File: src/rtl/instr_stream_encoder_if.sv
// Request, instruction-memory and status bundle for instr_stream_encoder.
// The slave view belongs to the encoder; the master view belongs to its driver.
interface instr_stream_encoder_if #(
  parameter int ADDR_W = 8
);
  logic              start;
  logic              in_valid;
  logic              in_ready;
  logic [2:0]        op_kind;
  logic              alu_mode;
  logic              set_flags;
  logic [2:0]        alu_func;
  logic [2:0]        rd;
  logic [2:0]        rs1;
  logic [2:0]        rs2;
  logic [3:0]        cond;
  logic [15:0]       imm;
  logic              mem_we;
  logic [ADDR_W-1:0] mem_addr;
  logic [31:0]       mem_wdata;
  logic [31:0]       mem_rdata;
  logic              busy;
  logic              done;
  logic              err;
  logic              overflow;
  logic              verify_err;

  modport slave (
    input  start, in_valid, op_kind, alu_mode,
    input  set_flags, alu_func, rd, rs1, rs2,
    input  cond, imm, mem_rdata,
    output in_ready, mem_we, mem_addr, mem_wdata,
    output busy, done, err, overflow, verify_err
  );

  modport master (
    output start, in_valid, op_kind, alu_mode,
    output set_flags, alu_func, rd, rs1, rs2,
    output cond, imm, mem_rdata,
    input  in_ready, mem_we, mem_addr, mem_wdata,
    input  busy, done, err, overflow, verify_err
  );
endinterface

File: src/rtl/instr_stream_encoder.sv
// Packs field-level requests into 32-bit instruction words and writes them out.
// Define INSTR_ENC_READBACK_EN to read each word back and flag mismatches.
module instr_stream_encoder #(
  parameter int ADDR_W    = 8,
  parameter int DEPTH     = 256,
  parameter int BASE_ADDR = 0
) (
  input logic                    clk,
  input logic                    rst_n,
  instr_stream_encoder_if.slave  bus
);

  localparam logic [2:0] OP_ALU_REG = 3'd0;
  localparam logic [2:0] OP_ALU_IMM = 3'd1;
  localparam logic [2:0] OP_LOAD    = 3'd2;
  localparam logic [2:0] OP_STORE   = 3'd3;
  localparam logic [2:0] OP_BRANCH  = 3'd4;
  localparam logic [2:0] OP_NOP     = 3'd5;
  localparam logic [2:0] OP_HALT    = 3'd6;

  localparam logic [31:0] W_NOP  = 32'hC800_0000;
  localparam logic [31:0] W_HALT = 32'hD000_0000;

  localparam logic [ADDR_W-1:0] FIRST = ADDR_W'(BASE_ADDR);
  localparam logic [ADDR_W-1:0] LAST  =
    ADDR_W'(BASE_ADDR + DEPTH - 1);

`ifdef INSTR_ENC_READBACK_EN
  typedef enum logic [2:0] {
    S_IDLE, S_WRITE, S_RDBK, S_CHECK, S_DONE
  } state_e;
`else
  typedef enum logic [1:0] {
    S_IDLE, S_WRITE, S_DONE
  } state_e;
`endif

  state_e            state_q, state_d;
  logic [ADDR_W-1:0] addr_q, addr_d;
  logic [31:0]       wdata_q, wdata_d;
  logic              done_q, done_d;
  logic              err_q, err_d;
  logic              ovf_q, ovf_d;
  logic              verr_q, verr_d;
  logic [31:0]       enc_word;
  logic              enc_ok;
  logic              accept;
  logic              exit_now;

  always_comb begin
    enc_word = '0;
    enc_ok   = 1'b1;
    unique case (1'b1)
      bus.op_kind == OP_ALU_REG: begin
        // a zero opcode field would decode as the immediate form
        enc_ok   = |{bus.set_flags, bus.alu_func[2:1]};
        enc_word = {2'b01, bus.alu_mode, bus.set_flags,
                    bus.alu_func, bus.rd, bus.rs1,
                    bus.rs2, 16'h0000};
      end
      bus.op_kind == OP_ALU_IMM:
        enc_word = {2'b00, bus.alu_mode, bus.set_flags,
                    2'b00, 1'b0, bus.rd, bus.rs1,
                    3'b000, bus.imm};
      bus.op_kind == OP_LOAD:
        enc_word = {2'b10, 1'b0, 3'b000, 1'b0, bus.rd,
                    bus.rs1, 3'b000, bus.imm};
      bus.op_kind == OP_STORE:
        enc_word = {2'b10, 1'b0, 3'b000, 1'b1, 3'b000,
                    bus.rs1, bus.rs2, bus.imm};
      bus.op_kind == OP_BRANCH:
        enc_word = {2'b11, 1'b0, 2'b00,
                    bus.cond != 4'hE, 1'b0, bus.cond,
                    5'b00000, bus.imm};
      bus.op_kind == OP_NOP:  enc_word = W_NOP;
      bus.op_kind == OP_HALT: enc_word = W_HALT;
      default:                enc_ok   = 1'b0;
    endcase
  end

  assign accept = bus.in_valid && (state_q == S_IDLE);

`ifdef INSTR_ENC_READBACK_EN
  assign exit_now = (state_q == S_CHECK);
`else
  assign exit_now = (state_q == S_WRITE);
`endif

  always_comb begin
    state_d = state_q;
    addr_d  = addr_q;
    wdata_d = wdata_q;
    done_d  = done_q;
    ovf_d   = ovf_q;
    verr_d  = verr_q;
    err_d   = 1'b0;
    if (bus.start) begin
      state_d = S_IDLE;
      addr_d  = FIRST;
      done_d  = 1'b0;
      ovf_d   = 1'b0;
      verr_d  = 1'b0;
    end else begin
      unique case (state_q)
        S_IDLE: begin
          if (accept && enc_ok) begin
            wdata_d = enc_word;
            state_d = S_WRITE;
          end else if (accept) begin
            err_d = 1'b1;
          end
        end
`ifdef INSTR_ENC_READBACK_EN
        S_WRITE: state_d = S_RDBK;
        S_RDBK:  state_d = S_CHECK;
        S_CHECK: begin
          if (bus.mem_rdata != wdata_q) verr_d = 1'b1;
        end
`else
        S_WRITE: ;
`endif
        default: ;
      endcase
      if (exit_now) begin
        if (wdata_q == W_HALT) begin
          done_d  = 1'b1;
          state_d = S_DONE;
        end else if (addr_q == LAST) begin
          ovf_d   = 1'b1;
          done_d  = 1'b1;
          state_d = S_DONE;
        end else begin
          addr_d  = addr_q + 1'b1;
          state_d = S_IDLE;
        end
      end
    end
  end

  always_ff @(posedge clk) begin
    if (!rst_n) begin
      state_q <= S_DONE;
      addr_q  <= FIRST;
      wdata_q <= '0;
      done_q  <= 1'b0;
      err_q   <= 1'b0;
      ovf_q   <= 1'b0;
      verr_q  <= 1'b0;
    end else begin
      state_q <= state_d;
      addr_q  <= addr_d;
      wdata_q <= wdata_d;
      done_q  <= done_d;
      err_q   <= err_d;
      ovf_q   <= ovf_d;
      verr_q  <= verr_d;
    end
  end

  assign bus.in_ready  = (state_q == S_IDLE);
  assign bus.mem_we    = (state_q == S_WRITE);
  assign bus.mem_addr  = addr_q;
  assign bus.mem_wdata = wdata_q;
  assign bus.busy      = (state_q != S_IDLE) &&
                         (state_q != S_DONE);
  assign bus.done      = done_q;
  assign bus.err       = err_q;
  assign bus.overflow  = ovf_q;

`ifdef INSTR_ENC_READBACK_EN
  assign bus.verify_err = verr_q;
`else
  logic unused_rdbk;
  assign unused_rdbk    = ^{bus.mem_rdata, verr_q, verr_d};
  assign bus.verify_err = 1'b0;
`endif

endmodule
File: src/flat_wrapper.sv
// flat-port wrapper written by rule: the top's interface ports become plain ports
module instr_stream_encoder_flat 
#(
  parameter int ADDR_W    = 8,
  parameter int DEPTH     = 256,
  parameter int BASE_ADDR = 0
)
  (clk, rst_n, bus_start, bus_in_valid, bus_op_kind, bus_alu_mode, bus_set_flags, bus_alu_func, bus_rd, bus_rs1, bus_rs2, bus_cond, bus_imm, bus_mem_rdata, bus_in_ready, bus_mem_we, bus_mem_addr, bus_mem_wdata, bus_busy, bus_done, bus_err, bus_overflow, bus_verify_err);
  instr_stream_encoder_if #(.ADDR_W(ADDR_W)) bus_i ();
  input logic clk;
  input logic rst_n;
  input wire logic [$bits(bus_i.start)-1:0] bus_start;
  input wire logic [$bits(bus_i.in_valid)-1:0] bus_in_valid;
  input wire logic [$bits(bus_i.op_kind)-1:0] bus_op_kind;
  input wire logic [$bits(bus_i.alu_mode)-1:0] bus_alu_mode;
  input wire logic [$bits(bus_i.set_flags)-1:0] bus_set_flags;
  input wire logic [$bits(bus_i.alu_func)-1:0] bus_alu_func;
  input wire logic [$bits(bus_i.rd)-1:0] bus_rd;
  input wire logic [$bits(bus_i.rs1)-1:0] bus_rs1;
  input wire logic [$bits(bus_i.rs2)-1:0] bus_rs2;
  input wire logic [$bits(bus_i.cond)-1:0] bus_cond;
  input wire logic [$bits(bus_i.imm)-1:0] bus_imm;
  input wire logic [$bits(bus_i.mem_rdata)-1:0] bus_mem_rdata;
  output wire logic [$bits(bus_i.in_ready)-1:0] bus_in_ready;
  output wire logic [$bits(bus_i.mem_we)-1:0] bus_mem_we;
  output wire logic [$bits(bus_i.mem_addr)-1:0] bus_mem_addr;
  output wire logic [$bits(bus_i.mem_wdata)-1:0] bus_mem_wdata;
  output wire logic [$bits(bus_i.busy)-1:0] bus_busy;
  output wire logic [$bits(bus_i.done)-1:0] bus_done;
  output wire logic [$bits(bus_i.err)-1:0] bus_err;
  output wire logic [$bits(bus_i.overflow)-1:0] bus_overflow;
  output wire logic [$bits(bus_i.verify_err)-1:0] bus_verify_err;
  assign bus_i.start = bus_start;
  assign bus_i.in_valid = bus_in_valid;
  assign bus_i.op_kind = bus_op_kind;
  assign bus_i.alu_mode = bus_alu_mode;
  assign bus_i.set_flags = bus_set_flags;
  assign bus_i.alu_func = bus_alu_func;
  assign bus_i.rd = bus_rd;
  assign bus_i.rs1 = bus_rs1;
  assign bus_i.rs2 = bus_rs2;
  assign bus_i.cond = bus_cond;
  assign bus_i.imm = bus_imm;
  assign bus_i.mem_rdata = bus_mem_rdata;
  assign bus_in_ready = bus_i.in_ready;
  assign bus_mem_we = bus_i.mem_we;
  assign bus_mem_addr = bus_i.mem_addr;
  assign bus_mem_wdata = bus_i.mem_wdata;
  assign bus_busy = bus_i.busy;
  assign bus_done = bus_i.done;
  assign bus_err = bus_i.err;
  assign bus_overflow = bus_i.overflow;
  assign bus_verify_err = bus_i.verify_err;
  instr_stream_encoder #(.ADDR_W(ADDR_W), .DEPTH(DEPTH), .BASE_ADDR(BASE_ADDR)) u_core (.clk(clk), .rst_n(rst_n), .bus(bus_i));
endmodule
File: config.mk
export PLATFORM = sky130hd
export DESIGN_NAME = instr_stream_encoder_flat
export DESIGN_NICKNAME = d
export VERILOG_FILES = /design/src/rtl/instr_stream_encoder_if.sv /design/src/rtl/instr_stream_encoder.sv /design/src/flat_wrapper.sv
export SDC_FILE = /design/constraint.sdc
export NUM_CORES = 1
export LEC_CHECK = 0
export ABC_AREA = 0
export BUFFER_PORTS_ARGS = -buffer_cell sky130_fd_sc_hd__buf_2
export CORE_UTILIZATION = 45
export CTS_BUF_LIST = sky130_fd_sc_hd__clkbuf_2 sky130_fd_sc_hd__clkbuf_4 sky130_fd_sc_hd__clkbuf_8
export DETAILED_ROUTE_END_ITERATION = 6
export PLACE_DENSITY = 0.82
export SYNTH_ARGS = -nofsm -noshare
export SYNTH_HDL_FRONTEND = slang
export SYNTH_SLANG_ARGS = --single-unit
File: constraint.sdc
create_clock -name clk -period 2.1 [get_ports clk]
set_input_delay 0.105 -clock clk [delete_from_list [all_inputs] [get_ports clk]]
set_output_delay 0.105 -clock clk [all_outputs]
set_load 0.03 [all_outputs]
=== Yosys cells after proc, flatten, opt, wreduce, memory -nomap -nowiden ===
Index checks and enable logic that the tools add are counted.

* Flip-flop bits (word level): 45
* Input port bits: 73
* Output and inout bits: 47
* Word-level logic and storage cells: 56

* $add $sub $neg: 1
* Equality and inequality tests: 11
* Muxes and demuxes: 11
* Bitwise gates (word level): 5
* Reduce and logical (&&, ||, !) cells: 21

{| class="wikitable"
|+ Operator list
! operator !! count
|-
| $pmux 32 s7 || 1
|-
| $eq 32x32->1 const B || 1
|-
| $mux 2 || 6
|-
| $eq 3x3->1 const B || 3
|-
| $reduce_and 3->1 || 3
|-
| $add 8x1->8 const B || 1
|-
| $eq 8x8->1 const B || 1
|-
| $reduce_bool 2->1 || 4
|-
| $eq 3x2->1 const B || 2
|-
| $reduce_and 2->1 || 3
|-
| $reduce_bool 3->1 || 2
|-
| $reduce_or 6->1 || 1
|-
| $not 1->1 || 5
|-
| $ne 4x4->1 const B || 1
|-
| $reduce_or 4->1 || 1
|-
| $eq 3x1->1 const B || 1
|-
| $logic_and 1x1->1 || 3
|-
| $logic_not 3->1 || 1
|-
| $mux 1 || 3
|-
| $reduce_or 3->1 || 1
|-
| $eq 2x1->1 const B || 1
|-
| $logic_not 2->1 || 1
|-
| $ne 2x2->1 const B || 1
|-
| $pmux 1 s2 || 1
|-
| $reduce_or 2->1 || 1
|}

=== Depth between registers and ports, before layout ===
Gate-level depths: netlist (run 1).

* Word-level depth: 8
* Mapped depth: 8
* Mapped depth without buffers: 6

=== Worst setup path after synthesis (run 1) ===
No wires, ideal clock.

* Path type: reg2reg
* Start: register u_core.state_q[0]
* End: register u_core.wdata_q[31] (netlist: u_core.bus.mem_wdata[31])
* Setup time: 0.069 ns
* Arrival: 1.746 ns
* Data required time: 2.031 ns
* Path slack: 0.285 ns
* Stages on the path, launching flop included: 7
* Clock period less this slack: 1.815 ns
* Cell sequence: dfxtp_1 nor2_1 nand2_1 nor3_2 buf_2 o2111ai_1 o21ai_1

* Cells in the longest elaborated chain, start to end: 4

{| class="wikitable"
|+ Ends and longest elaborated chain
! what !! RTL line !! RTL
|-
| from (decl) || instr_stream_encoder.sv:38 || <nowiki>state_e state_q, state_d;</nowiki>
|-
| from (signal assigned) || instr_stream_encoder.sv:150 || <nowiki>state_q <= state_d;</nowiki>
|-
| $logic_not 2->1 (*) || n/a ||
|-
| via bus_in_ready || flat_wrapper.sv:24 || <nowiki>output wire logic [$bits(bus_i.in_ready)-1:0] bus_in_ready;</nowiki>
|-
| $logic_and 1x1->1 || instr_stream_encoder.sv:81 || <nowiki>assign accept = bus.in_valid && (state_q == S_IDLE);</nowiki>
|-
| $logic_and 1x1->1 || instr_stream_encoder.sv:106 || <nowiki>if (accept && enc_ok) begin</nowiki>
|-
| $reduce_and 3->1 (no line) (*) || n/a ||
|-
| to (signal assigned) || instr_stream_encoder.sv:152 || <nowiki>wdata_q <= wdata_d;</nowiki>
|-
| to (decl) || instr_stream_encoder.sv:40 || <nowiki>logic [31:0] wdata_q, wdata_d;</nowiki>
|}

The timed path passes the listed nets; every way through them passes the cells marked *.
A chain may end at the register's enable or synchronous reset.

=== Final worst setup path (run 1) ===
* Start: register u_core.state_q[0]
* End: register u_core.wdata_q[15] (netlist: u_core.bus.mem_wdata[15])

* Cells in the longest elaborated chain, start to end: 4

{| class="wikitable"
|+ Ends and longest elaborated chain
! what !! RTL line
|-
| $logic_not 2->1 (*) || instr_stream_encoder.sv:81, instr_stream_encoder.sv:104
|-
| $logic_and 1x1->1 || instr_stream_encoder.sv:81
|-
| $logic_and 1x1->1 || instr_stream_encoder.sv:106
|-
| $reduce_and 3->1 (no line) (*) || n/a
|}

Mark *: on every way between the ends. The rest lies on a longest branch, timed or not.

==> results.toml, run 1 <==
[status]
status = "complete, no violations"

[global_routing]
grt_pass1_vias = 1867
grt_max_degree = 37
grt_use_total = 0.210
globalRouteOverflowTotal = 0
grt_pass1_wl_um = 8280
antenna_found_initial = 0

[final_layout]
final_common_cell = "buf_2"
final_cell_mix = "buf_2 (86), dfxtp_1 (45), nand2_1 (37), o21ai_1 (32), nand3_1 (26)"
num-fill-cells = 389
finalNonFillerCells = 378
area_growth_pct = 28.3
n_antenna_cell = 0
layout.nets = 399
layout-drive-gt1-share = 0.316

[clocking]
clockBufferDepth = 2
cts-hold-fix-buffers = 0
cts_tree = "yes"
cts-root-buf = "clkbuf_8"
clock_sinks = 45
clock_latency_ns = 0.29
clk_pin_slew_worst_paths_ns = 0.08
htreeDepth = 2
post_cts_buffers = 0
cts_buffers = 5
cts_resized = 0

[hold_path]
hold_depth = 3
hold_path_class = "in2reg"

[logic_synthesis]
netlist_top_cells_area = "dfxtp_1 (44%), o21ai_1 (7.9%), nand2_1 (6.9%), nand3_1 (6.4%), a21oi_1 (3.0%)"
syn_inst = 248
synth_edf_count = 0
postSynth.asyncResetShare = 0
synth-seq-area-share = 0.444
synth_nets = 322
syn_avg_cell_area_um2 = 8.17
post-synth-top-area-cell = "dfxtp_1"
synth_area_um2 = 2030
synth.distinct_cells = 39
yosysWarnings = 0
synth_seq_cells = 45
synth.top_cell.area_share = 0.444
synth-main-ff-cell = "dfxtp_1"

[die]
rows = 24
core_um2 = 4350
die_x_um = 69.1
die_height_um = 69.1
die-area_um2 = 4780
pin_count = 120
initial_utilization = 0.466

[timing]
finalMaxSlewViolations = 0
clock_skew_ns = 0.00704
setup-violations-final = 0
min_period_ns = 1.74
fmax_mhz = 574
tightest_slew_ns = 0.677
rsz0062_at_grt = "no"
period_share = 0.829
slew-limit-headroom = 0.547
hold_violations = 0
tns_ns = 0

[worst_setup_path]
critical_path_arrival_ns = 1.97
startpoint_type = "flop"
critPathMaxStageDelay_ns = 0.55
cp_max_fo = 17
cpMaxStageDelayCell = "nor3_4"
path_class = "reg2reg"
rr_worst_depth = 6
crit_path_end_kind = "flop"
crit_required_ns = 2.32
crit_chain = "nor2_1 -> nand2_1 -> nor3_4 -> buf_4 -> nand3_1 -> o21ai_1"

[power_and_ir_drop]
peakVddDrop_v = 0.000461
leakagePower_nw = 1.21
power.density_nw_per_um2 = 675

[drt]
drc = 0
wl_um = 5020
dr.pass1.iters = 4
routedWlPerCell_um = 13.3
routed-via-count = 2077
antenna_left = 0
vias_per_cell = 5.49
drt_iter0_drc = 104

[placed_design]
numPortBuffers = 86
gp_congestion = 0.828
dp_cells = 370
dp_hpwl_um = 3680

[job]
drv_cap = 0
-- final cells by class --
cell class	count	area (µm²)	share of cell area
clock buffer	7	90.1	0.0346
clock inverter	1	30.0	0.0115
inverter	1	3.75	0.00144
multi-input combinational	180	1020	0.393
sequential	45	901	0.346
tap	52	65.1	0.0250
timing repair buffer	92	488	0.188
-- stage by stage --
stage | setup slack (ns) | util | area [µm²] | power [mW] | hold slack, ns
floorplan | 0.285 | - | 2030 | 1.02 | 0.203
global placement | 0.325 | 0.570 | 2480 | 1.09 | 0.326
detailed placement | 0.307 | 0.570 | 2480 | 1.09 | 0.332
CTS | 0.351 | 0.597 | 2600 | 1.77 | 0.0281
global route | 0.154 | 0.597 | 2600 | 1.83 | 0.0484
finish | 0.358 | 0.597 | 2600 | 1.76 | 0.0318
-- where the power goes --
part | switching [mW] | leakage [nW] | total (mW) | internal [mW]
Clock | 0.281 | 0.0619 | 0.682 | 0.401
Combinational | 0.123 | 0.782 | 0.195 | 0.0714
Sequential | 0.0121 | 0.364 | 0.879 | 0.867
Total | 0.416 | 1.21 | 1.76 | 1.34
-- kinds of logic after synthesis --
group / after synthesis / synth area share
adder cells (fa/ha/maj): 2 / 0.0111
AND/OR/NAND/NOR: 112 / 0.290
buffers and inverters: 23 / 0.0537
AO/OA/AOI/OAI: 63 / 0.191
XOR/XNOR: 2 / 0.00864
other: 1 / 0.00185
flip-flops: 45 / 0.444
-- worst max-delay path: cells and delay by family (launching register included) --
kind	cells	cell delay, ns
AOI/OAI and AO/OA	1	0.11
buffers and inverters	1	0.30
DFF	1	0.35
and+or+nand+nor	4	0.91
-- worst paths after layout --
path                           startpoint                        to  slack (ns)
setup / recovery        u_core.state_q[0]  u_core.bus.mem_wdata[15]        0.36
hold / removal                 bus_imm[1]   u_core.bus.mem_wdata[1]        0.03
setup reg to reg        u_core.state_q[0]  u_core.bus.mem_wdata[15]        0.36
hold reg to reg   u_core.bus.mem_wdata[4]   u_core.bus.mem_wdata[4]        0.47
-- flip-flops by register name, summed over array words and instances (netlist names) --
name                  flops
u_core.bus.mem_wdata     32
u_core.bus.mem_addr       8
u_core.state_q            2
u_core.bus.done           1
u_core.bus.err            1
u_core.bus.overflow       1
-- cells in the mapped netlist, types with 2 or more instances --
cell and n:
nor2_1 8, or3_1 6, nand2b_1 2, xnor2_1 2, dfxtp_1 45, nor4_1 5
o211ai_1 3, nand3_1 26, buf_2 9, nand2_1 37, o211a_1 6, and3_1 3
a21oi_1 12, clkbuf_1 10, o21ai_0 4, nand4_1 9, o21ai_1 32, and2_1 2
nor3b_1 2, nor4b_1 3, a32oi_1 3, nor2b_1 2
-- metal layers --
metal | up-vias | wire length [µm] | global-route usage
met5 | - | 0 | 0
met4 | 0 | 46 | 0.0476
met3 | 6 | 262 | 0.0541
met2 | 64 | 2530 | 0.357
met1 | 953 | 2180 | 0.267
li1 | 1054 | - | -
(Power assumes the default switching activity.)
==> inputs of run 2 (changes only) <==
--- a/config.mk
+++ b/config.mk
@@ -5,12 +5,12 @@
 export SDC_FILE = /design/constraint.sdc
 export NUM_CORES = 1
 export LEC_CHECK = 0
-export ABC_AREA = 0
+export ABC_AREA = 1
 export BUFFER_PORTS_ARGS = -buffer_cell sky130_fd_sc_hd__buf_2
-export CORE_UTILIZATION = 45
+export CORE_UTILIZATION = 43
 export CTS_BUF_LIST = sky130_fd_sc_hd__clkbuf_2 sky130_fd_sc_hd__clkbuf_4 sky130_fd_sc_hd__clkbuf_8
 export DETAILED_ROUTE_END_ITERATION = 6
-export PLACE_DENSITY = 0.82
+export PLACE_DENSITY = 0.79
 export SYNTH_ARGS = -nofsm -noshare
 export SYNTH_HDL_FRONTEND = slang
 export SYNTH_SLANG_ARGS = --single-unit
==> constraint.sdc (replaced) <==
create_clock -name clk -period 1.4 [get_ports clk]
set_input_delay 0.07 -clock clk [delete_from_list [all_inputs] [get_ports clk]]
set_output_delay 0.07 -clock clk [all_outputs]
set_load 0.03 [all_outputs]
==> results.toml, run 2 <==
[status]
status = "complete, no violations"

[worst_setup_path]
cpMaxStageDelayCell = "dfxtp_4"
cp_max_fo = 8
cp.buffers_inverters = 2
path_class = "reg2reg"
cp-startpoint = "u_core.bus.mem_addr[1]"
critPathMaxStageDelay_ns = 0.37
worst_r2r_startpoint = "u_core.bus.mem_addr[1]"
crit_chain = "ha_4 -> nand2_4 -> inv_4 -> nand3_4 -> nor2_4 -> nand2_4 -> buf_6 -> nand4_1 -> a21oi_2"
crit_path_end_kind = "flop"
critical_path_arrival_ns = 1.56
crit_required_ns = 1.58
crit_family = "simple AND/OR/NAND/NOR gates"
startpoint_type = "flop"
worst_path_most_repeated_cell = "nand2_4"

[timing]
hold_violations = 0
rsz0062_at_grt = "yes"
period_share = 0.988
min_period_ns = 1.38
clock_skew_ns = 0.00558
fin_ws_ns = 0.0173
finalMaxSlewViolations = 0
fmax_mhz = 723
setup-violations-final = 0

[hold_path]
hold_path_class = "in2reg"
hold_start = "bus_in_valid"

[drt]
drt_iter0_drc = 91
dr.pass1.iters = 4
routedWlPerCell_um = 11.4
vias_per_cell = 4.71
routed-via-count = 2526
antenna_left = 0
wl_um = 6100
drc = 0

[final_layout]
area_growth_pct = 36.6
n_antenna_cell = 0
finalNonFillerCells = 536
layout.nets = 539
final_util = 0.625
final_common_cell = "buf_2"
largest_reg_flops = 32
num-fill-cells = 505
ff_latch_area_um2 = 920
layout-drive-gt1-share = 0.371
final_cell_mix = "buf_2 (85), inv_1 (65), nand2_1 (56), nor2_1 (37), a21oi_1 (37)"
multiInputGateArea_um2 = 1230

[global_routing]
use_met3 = 0.0395
grt_max_degree = 58
globalRouteOverflowTotal = 0
grt_busiest_layer = "met2"
antenna_found_initial = 0
grt_pass1_vias = 2216
use_met2 = 0.347
grt_use_met1 = 0.247
grt_pass1_wl_um = 9670
grt_use_total = 0.204

[logic_synthesis]
synth-main-ff-cell = "dfxtp_1"
synth_nets = 433
syn_avg_cell_area_um2 = 6.67
postSynth.asyncResetShare = 0
synth-seq-area-share = 0.376
synth_area_um2 = 2390
synth_common_cells = "inv_1 (65), nand2_1 (62), dfxtp_1 (45), nor2_1 (44), a21oi_1 (40)"
netlist_top_cells_area = "dfxtp_1 (38%), inv_1 (10%), nand2_1 (9.7%), a21oi_1 (8.4%), nor2_1 (6.9%)"
synth.top_cell.area_share = 0.376
yosysWarnings = 0
synth.distinct_cells = 30
yosysMostFrequentCell = "inv_1"
post-synth-top-area-cell = "dfxtp_1"
syn_inst = 359
synth_seq_cells = 45
synth_edf_count = 0

[clocking]
clock_sinks = 45
clock_latency_ns = 0.30
cts_buffers = 5
clockBufferDepth = 2
cts-hold-fix-buffers = 0
cts_tree = "yes"
clk_pin_slew_worst_paths_ns = 0.08
cts-root-buf = "clkbuf_8"
htreeDepth = 2

[placed_design]
dp_hpwl_um = 4330
numPortBuffers = 86
dp_cells = 522
gp_congestion = 0.856
place_ws_ns = -0.0210

[die]
die_height_um = 76.6
pin_count = 120
rows = 26
die-area_um2 = 5870
core_um2 = 5240
die_x_um = 76.6
initial_utilization = 0.457

[power_and_ir_drop]
leakagePower_nw = 1.72
peakVddDrop_v = 0.000422
power.density_nw_per_um2 = 818

[job]
drv_cap = 0
[run 2: cell count changes after synthesis, moves of 7 or more]
cell,before,now
nand3_1,26,16
nor2_1,8,44
o21ai_1,32,1
inv_1,1,65
nand2_1,37,62
a21oi_1,12,40
o21ai_0,4,30
nand2_2,0,7
[run 2: timing repair]
action | in CTS | in global routing
endpoints found under the setup margin | 8 | 16
cloned | 0 | 1
pin swaps | 0 | 16
buffers inserted | 0 | 5
resized for setup | 3 | 30
[run 2: metrics by stage]
step                setup TNS, ns  instance area, µm²  hold slack (ns)  power [mW]
floorplan                 -0.0157                2450            0.222        1.69
global placement                0                3040            0.370        1.85
detailed placement        -0.0305                3040            0.364        1.86
CTS                             0                3140           0.0404        2.70
global route               -0.143                3270           0.0645        2.82
finish                          0                3270           0.0591        2.68
[run 2: routing by layer]
layer,vias up,wire length [µm]
met3,11,246
met1,1117,2800
met5,-,0
met2,66,2930
met4,0,131
li1,1332,-
[run 2: worst min-delay path, cell delays in order]
cell and delay, ns:
buf_2 0.11, nand2_1 0.08, nor3_1 0.05
[run 2: final timing paths]
kind	end	slack, ns	depth (start not counted)
min reg2reg	u_core.bus.overflow	0.46	2
min	u_core.bus.err	0.06	3
max	u_core.bus.mem_addr[2]	0.02	9
max reg2reg	u_core.bus.mem_addr[2]	0.02	9
[run 2: cells by family (layout without fill, tap and decap cells)]
kind of cell               Yosys count  after routing  synth area share
DFF                                 45             45             0.376
adders and majority gates            1              1           0.00522
other                                1              1           0.00157
buffers and inverters               86            192             0.155
AOI/OAI and AO/OA                   75             75             0.172
and+or+nand+nor                    148            149             0.279
xor gates and xnor gates             3              3            0.0110
[run 2: power by group]
part           leakage (nW)  internal (mW)  switching [mW]
sequential            0.371           1.32          0.0220
combinational          1.30          0.179           0.319
clock                0.0498          0.413           0.424
total                  1.72           1.91           0.765
[run 2: cell type report]
cell class              instances  share of cell area
flip-flops and latches         45               0.281
clock buffers                   8              0.0279
inverters                      70              0.0811
repair buffers                114               0.206
multi-input cells             229               0.377
well taps                      70              0.0268
